**src/rtl/ext_mem_cache_ctrl.sv**
```systemverilog
// ext_mem_cache_ctrl: write-through, fully associative cache in front of the SPI memory engine,
// with runtime bypass, flush and saturating hit/miss statistics.
module ext_mem_cache_ctrl #(
  parameter int ADDR_W      = 32,
  parameter int DATA_W      = 32,
  parameter int NUM_ENTRIES = 16,
  parameter int CNT_W       = 16
) (
  input  logic              CLK,
  input  logic              reset,
  input  logic              cache_en,
  input  logic              flush,
  input  logic              req_valid,
  output logic              req_ready,
  input  logic              req_we,
  input  logic [ADDR_W-1:0] req_addr,
  input  logic [DATA_W-1:0] req_wdata,
  output logic              rsp_valid,
  output logic [DATA_W-1:0] rsp_rdata,
  output logic              mem_req_valid,
  input  logic              mem_req_ready,
  output logic              mem_req_we,
  output logic [ADDR_W-1:0] mem_req_addr,
  output logic [DATA_W-1:0] mem_req_wdata,
  input  logic              mem_rsp_valid,
  input  logic [DATA_W-1:0] mem_rsp_rdata,
  output logic              busy,
  output logic [CNT_W-1:0]  hit_count,
  output logic [CNT_W-1:0]  miss_count
);
  localparam int IW = $clog2(NUM_ENTRIES);
  localparam int TW = ADDR_W - 2;
  typedef enum logic [2:0] {IDLE, FLUSH, LOOKUP, MEM_REQ, MEM_WAIT, RESP} state_t;
  state_t state;
  logic flush_pending, fill, hit, inv;
  logic [NUM_ENTRIES-1:0] valid;
  logic [TW-1:0] tags [NUM_ENTRIES];
  logic [DATA_W-1:0] data [NUM_ENTRIES];
  logic [IW-1:0] ptr, hidx, iidx, fidx;
  assign req_ready = !reset && state == IDLE && !flush_pending;
  assign busy = state != IDLE || flush_pending;
  assign fidx = inv ? iidx : ptr;
  // Descending scan so the lowest matching / lowest invalid index wins.
  always_comb begin
    hit = 1'b0;
    hidx = '0;
    inv = 1'b0;
    iidx = '0;
    for (int i = NUM_ENTRIES - 1; i >= 0; i--) begin
      if (valid[i] && tags[i] == mem_req_addr[ADDR_W-1:2]) begin
        hit = 1'b1;
        hidx = IW'(i);
      end
      if (!valid[i]) begin
        inv = 1'b1;
        iidx = IW'(i);
      end
    end
  end
  // The mem_req payload registers double as the captured request.
  always_ff @(posedge CLK or posedge reset)
    if (reset) begin
      state <= IDLE;
      flush_pending <= 1'b0;
      fill <= 1'b0;
      valid <= '0;
      tags <= '{default: '0};
      data <= '{default: '0};
      ptr <= '0;
      rsp_valid <= 1'b0;
      rsp_rdata <= '0;
      mem_req_valid <= 1'b0;
      mem_req_we <= 1'b0;
      mem_req_addr <= '0;
      mem_req_wdata <= '0;
      hit_count <= '0;
      miss_count <= '0;
    end else begin
      rsp_valid <= 1'b0;
      if (flush) flush_pending <= 1'b1;
      case (state)
        IDLE:
          if (flush_pending) state <= FLUSH;
          else if (req_valid) begin
            mem_req_we <= req_we;
            mem_req_addr <= req_addr;
            mem_req_wdata <= req_wdata;
            state <= LOOKUP;
          end
        FLUSH: begin
          valid <= '0;
          ptr <= '0;
          flush_pending <= flush;
          state <= IDLE;
        end
        LOOKUP: begin
          fill <= cache_en && !mem_req_we;
          if (cache_en && !mem_req_we && hit) begin
            rsp_rdata <= data[hidx];
            if (!(&hit_count)) hit_count <= hit_count + 1'b1;
            state <= RESP;
          end else begin
            if (cache_en && !mem_req_we && !(&miss_count)) miss_count <= miss_count + 1'b1;
            if (cache_en && mem_req_we && hit) data[hidx] <= mem_req_wdata;
            mem_req_valid <= 1'b1;
            state <= MEM_REQ;
          end
        end
        MEM_REQ:
          if (mem_req_ready) begin
            mem_req_valid <= 1'b0;
            state <= MEM_WAIT;
          end
        MEM_WAIT:
          if (mem_rsp_valid) begin
            if (!mem_req_we) rsp_rdata <= mem_rsp_rdata;
            if (fill) begin
              valid[fidx] <= 1'b1;
              tags[fidx] <= mem_req_addr[ADDR_W-1:2];
              data[fidx] <= mem_rsp_rdata;
              if (!inv) ptr <= ptr + 1'b1;
            end
            state <= RESP;
          end
        RESP: begin
          rsp_valid <= 1'b1;
          state <= IDLE;
        end
        default: state <= IDLE;
      endcase
    end
endmodule

```
**config.mk**
```make
export PLATFORM = sky130hd
export DESIGN_NAME = ext_mem_cache_ctrl
export DESIGN_NICKNAME = d
export VERILOG_FILES = /design/src/rtl/ext_mem_cache_ctrl.sv
export SDC_FILE = /design/constraint.sdc
export NUM_CORES = 2
export LEC_CHECK = 0
export ABC_AREA = 0
export CAP_MARGIN = 20
export CORE_MARGIN = 3
export CORE_UTILIZATION = 56
export CTS_CLUSTER_DIAMETER = 200
export DETAILED_ROUTE_END_ITERATION = 8
export PLACE_DENSITY = 0.74
export SYNTH_ARGS = -nofsm -noshare
export SYNTH_HDL_FRONTEND = slang
export SYNTH_SLANG_ARGS = --single-unit
```
**constraint.sdc**
```tcl
create_clock -name CLK -period 117.7 [get_ports CLK]
set_input_delay 23.54 -clock CLK [delete_from_list [all_inputs] [get_ports CLK]]
set_output_delay 23.54 -clock CLK [all_outputs]
set_load 0.02 [all_outputs]
```
==> metrics.txt <==
register area share after synthesis 47.9%; Syn Inst Count 5804; commonest non-fill, non-tap cells in the layout 1118 x dfrtp_1, 603 x mux2_2, 464 x xnor2_1; syn nets 5911; status finished, final reports clean; fin crit share 41.1%; root buf cell clkbuf_16; final wirelength 191000 um; Mean Syn Cell Area 10.3 um2; worst flop-to-flop path endpoint rsp_rdata[15]; RSZ-0062 raised after global routing no; layout cell share with drive strength beyond 1 17.9%; CP Class in -> out; r2r setup slk 111.15 ns; Seq cells post-synth 1148; Worst Setup Start Kind input port; top cell type's share of synthesized area 47.9%; most used cell, CP clkdlybuf4s50_1; top cell type by total area after synthesis dfrtp_1; remaining antenna violation count 0; Final Hold Fails 0; area of the multi-input gates 0.0291 mm2; setup bufs post-CTS 0; first-pass GRT wire length 292000 um; vias after detailed routing 47944; Cell Area, Synth 0.0599 mm2; TNS Setup 0 ns; Pre-Repair DR Iteration Count 8; DRC viols 0; DIE AREA 0.111 mm2; I/O pins 237; Crit. End Element output pin; critical path, cell by cell clkdlybuf4s50_1 -> nor2_1 -> clkdlybuf4s50_1; Die Y 333 um; Row Count 119; Fillers 8382; clk slew on worst S/H paths 0.06 ns; core area 0.106 mm2; initial antenna violation count 7; critical path required time 94.16 ns; r2r worst-path depth 14; vias per cell 6.62; Total GRT Usage 33.9%; power per cell area 19.1 mW/mm2; port bufs 236; hold_sp data[102]; Hold-fix buffers, CTS 0; hpwl dp 117000 um; maximum VDD drop 0.0000326 V; placer congestion estimate 0.944; P_leak 29.4 nW; Post-synth top flop dfrtp_1; Area growth syn-to-layout 12.2%; crit-path max FO 2; # resized after CTS 0; Worst Hold Depth 2; largest net degree at the start of global routing 194; Skew-Pair Late Insertion Delay 0.74 ns; most common cell after layout, fill and taps aside dfrtp_1; CTS Buf Count 120; H-tree levels 3; Routed WL per cell 26.4 um; FF-to-FF Start mem_req_addr[14]; library cells used by synthesis 82; initial core utilization 56.7%; Max Clock Skew 0.0350 ns; hold path endpoint data[102]; CP max stage cell clkdlybuf4s50_1; nets@finish 5853; Seq. cell area 0.0288 mm2; async set or reset register ratio after synthesis 100%; # setup viols final 0; slew margin rel. 6.74%; vias in the first global route 48297; Yosys Warn Count 0; Iter 0 DRT Violations 5079; CTS tree yes; pins over their slew limit 0; clock sink total 1148; CP peak stage delay 0.63 ns; Max Fclk 20.7 MHz; CP arrival 24.83 ns; EDFF count, synth 0; top post-synthesis cells by area dfrtp_1 48%, mux2_2 11%, xnor2_1 6.8%; Max Cap Viol 0; clock buffer depth 3; Remaining Overflow, GRT 0; Hold Crit Class reg -> reg; Crit. Startpoint reset; worst-margin pin slew 1.39 ns; WHS 0.475 ns; Tmin final 48.37 ns; Die X 333 um
[per-layer routing]
layer | GRT usage, % | vias up | part of all wire, %
li1 | - | 20721 | -
met2 | 54.7 | 2681 | 47
met5 | 0 | - | 0.023
met3 | 6.36 | 761 | 8.8
met4 | 22.8 | 6 | 7.6
met1 | 41.8 | 23775 | 37
[cells by family after synthesis]
group / share of synthesized area, %
compound gates: 13.5
xor+xnor: 7.48
fa+ha+maj: 0.0626
buf+inv: 4.13
flops: 47.9
mux: 15.3
simple gates: 11.7
[synthesized netlist by cell type (all sizes together), types with 6 or more instances]
library cell and instances:
nor4 86, buf 220, dfrtp 1148, nor2 414, o22a 35, nand4 225
a211oi 23, mux2 619, and2 47, and4 6, nor3 38, or2 10
xnor2 464, a22oi 382, and3 19, o221ai 18, nand2 427, clkbuf 330
o21ai 328, o211ai 7, inv 18, nand2b 75, or4 10, nor4b 6
nor3b 10, o22ai 140, xor2 48, a21o 9, mux2i 220, a21oi 293
nand3 60
[state kept, by name, summed over array words and instances (netlist names), 3 cells and up]
| register | cells |
|---|---|
| mem_req_wdata | 32 |
| state | 3 |
| mem_req_addr | 32 |
| tags | 480 |
| data | 512 |
| ptr | 4 |
| rsp_rdata | 32 |
| hit_count | 16 |
| valid | 16 |
| miss_count | 16 |
[stage by stage]
stage	power [W]	setup WS, ns	cells	utilization, %	area (um2)
4_1_cts	0.00128	69.32	7234	63.6	67200
3_5_place_dp	0.000882	69.32	7011	59.6	63000
2_1_floorplan	0.000731	61.83	5804	-	59900
3_3_place_gp	0.000875	69.31	7009	59.6	63000
5_1_grt	0.00133	69.28	7240	63.6	67300
6_report	0.00128	69.33	7243	63.6	67300
[how the worst max path moves through the flow]
stage | end | cells after the start
finish | req_ready | 3
global route | req_ready | 3
CTS | req_ready | 3
detailed placement | req_ready | 3
global placement | req_ready | 3
floorplan | data[0] | 1
[cell type report]
type / count / share of cell area (%)
Sequential cell: 1148 / 42.8
Tap cell: 1391 / 2.59
Antenna cell: 5 / 0.0186
Clock buffer: 187 / 5.43
Inverter: 18 / 0.112
Timing Repair Buffer: 370 / 5.09
Clock inverter: 36 / 0.749
Multi-Input combinational cell: 4088 / 43.3
[worst max-delay path, delay by kind of cell]
kind | cells | cell delay (ns)
and+or+nand+nor | 1 | 0.14
buffers and inverters | 2 | 1.15
[where the power goes]
| part | internal [W] | switching, W | total (W) | leakage [nW] |
|---|---|---|---|---|
| Combinational | 0.000149 | 0.000262 | 0.000411 | 11.6 |
| Clock | 0.000235 | 0.000164 | 0.000399 | 2.06 |
| Sequential | 0.000423 | 0.0000510 | 0.000474 | 15.7 |
No activity file was read; power rests on OpenSTA's default activity.
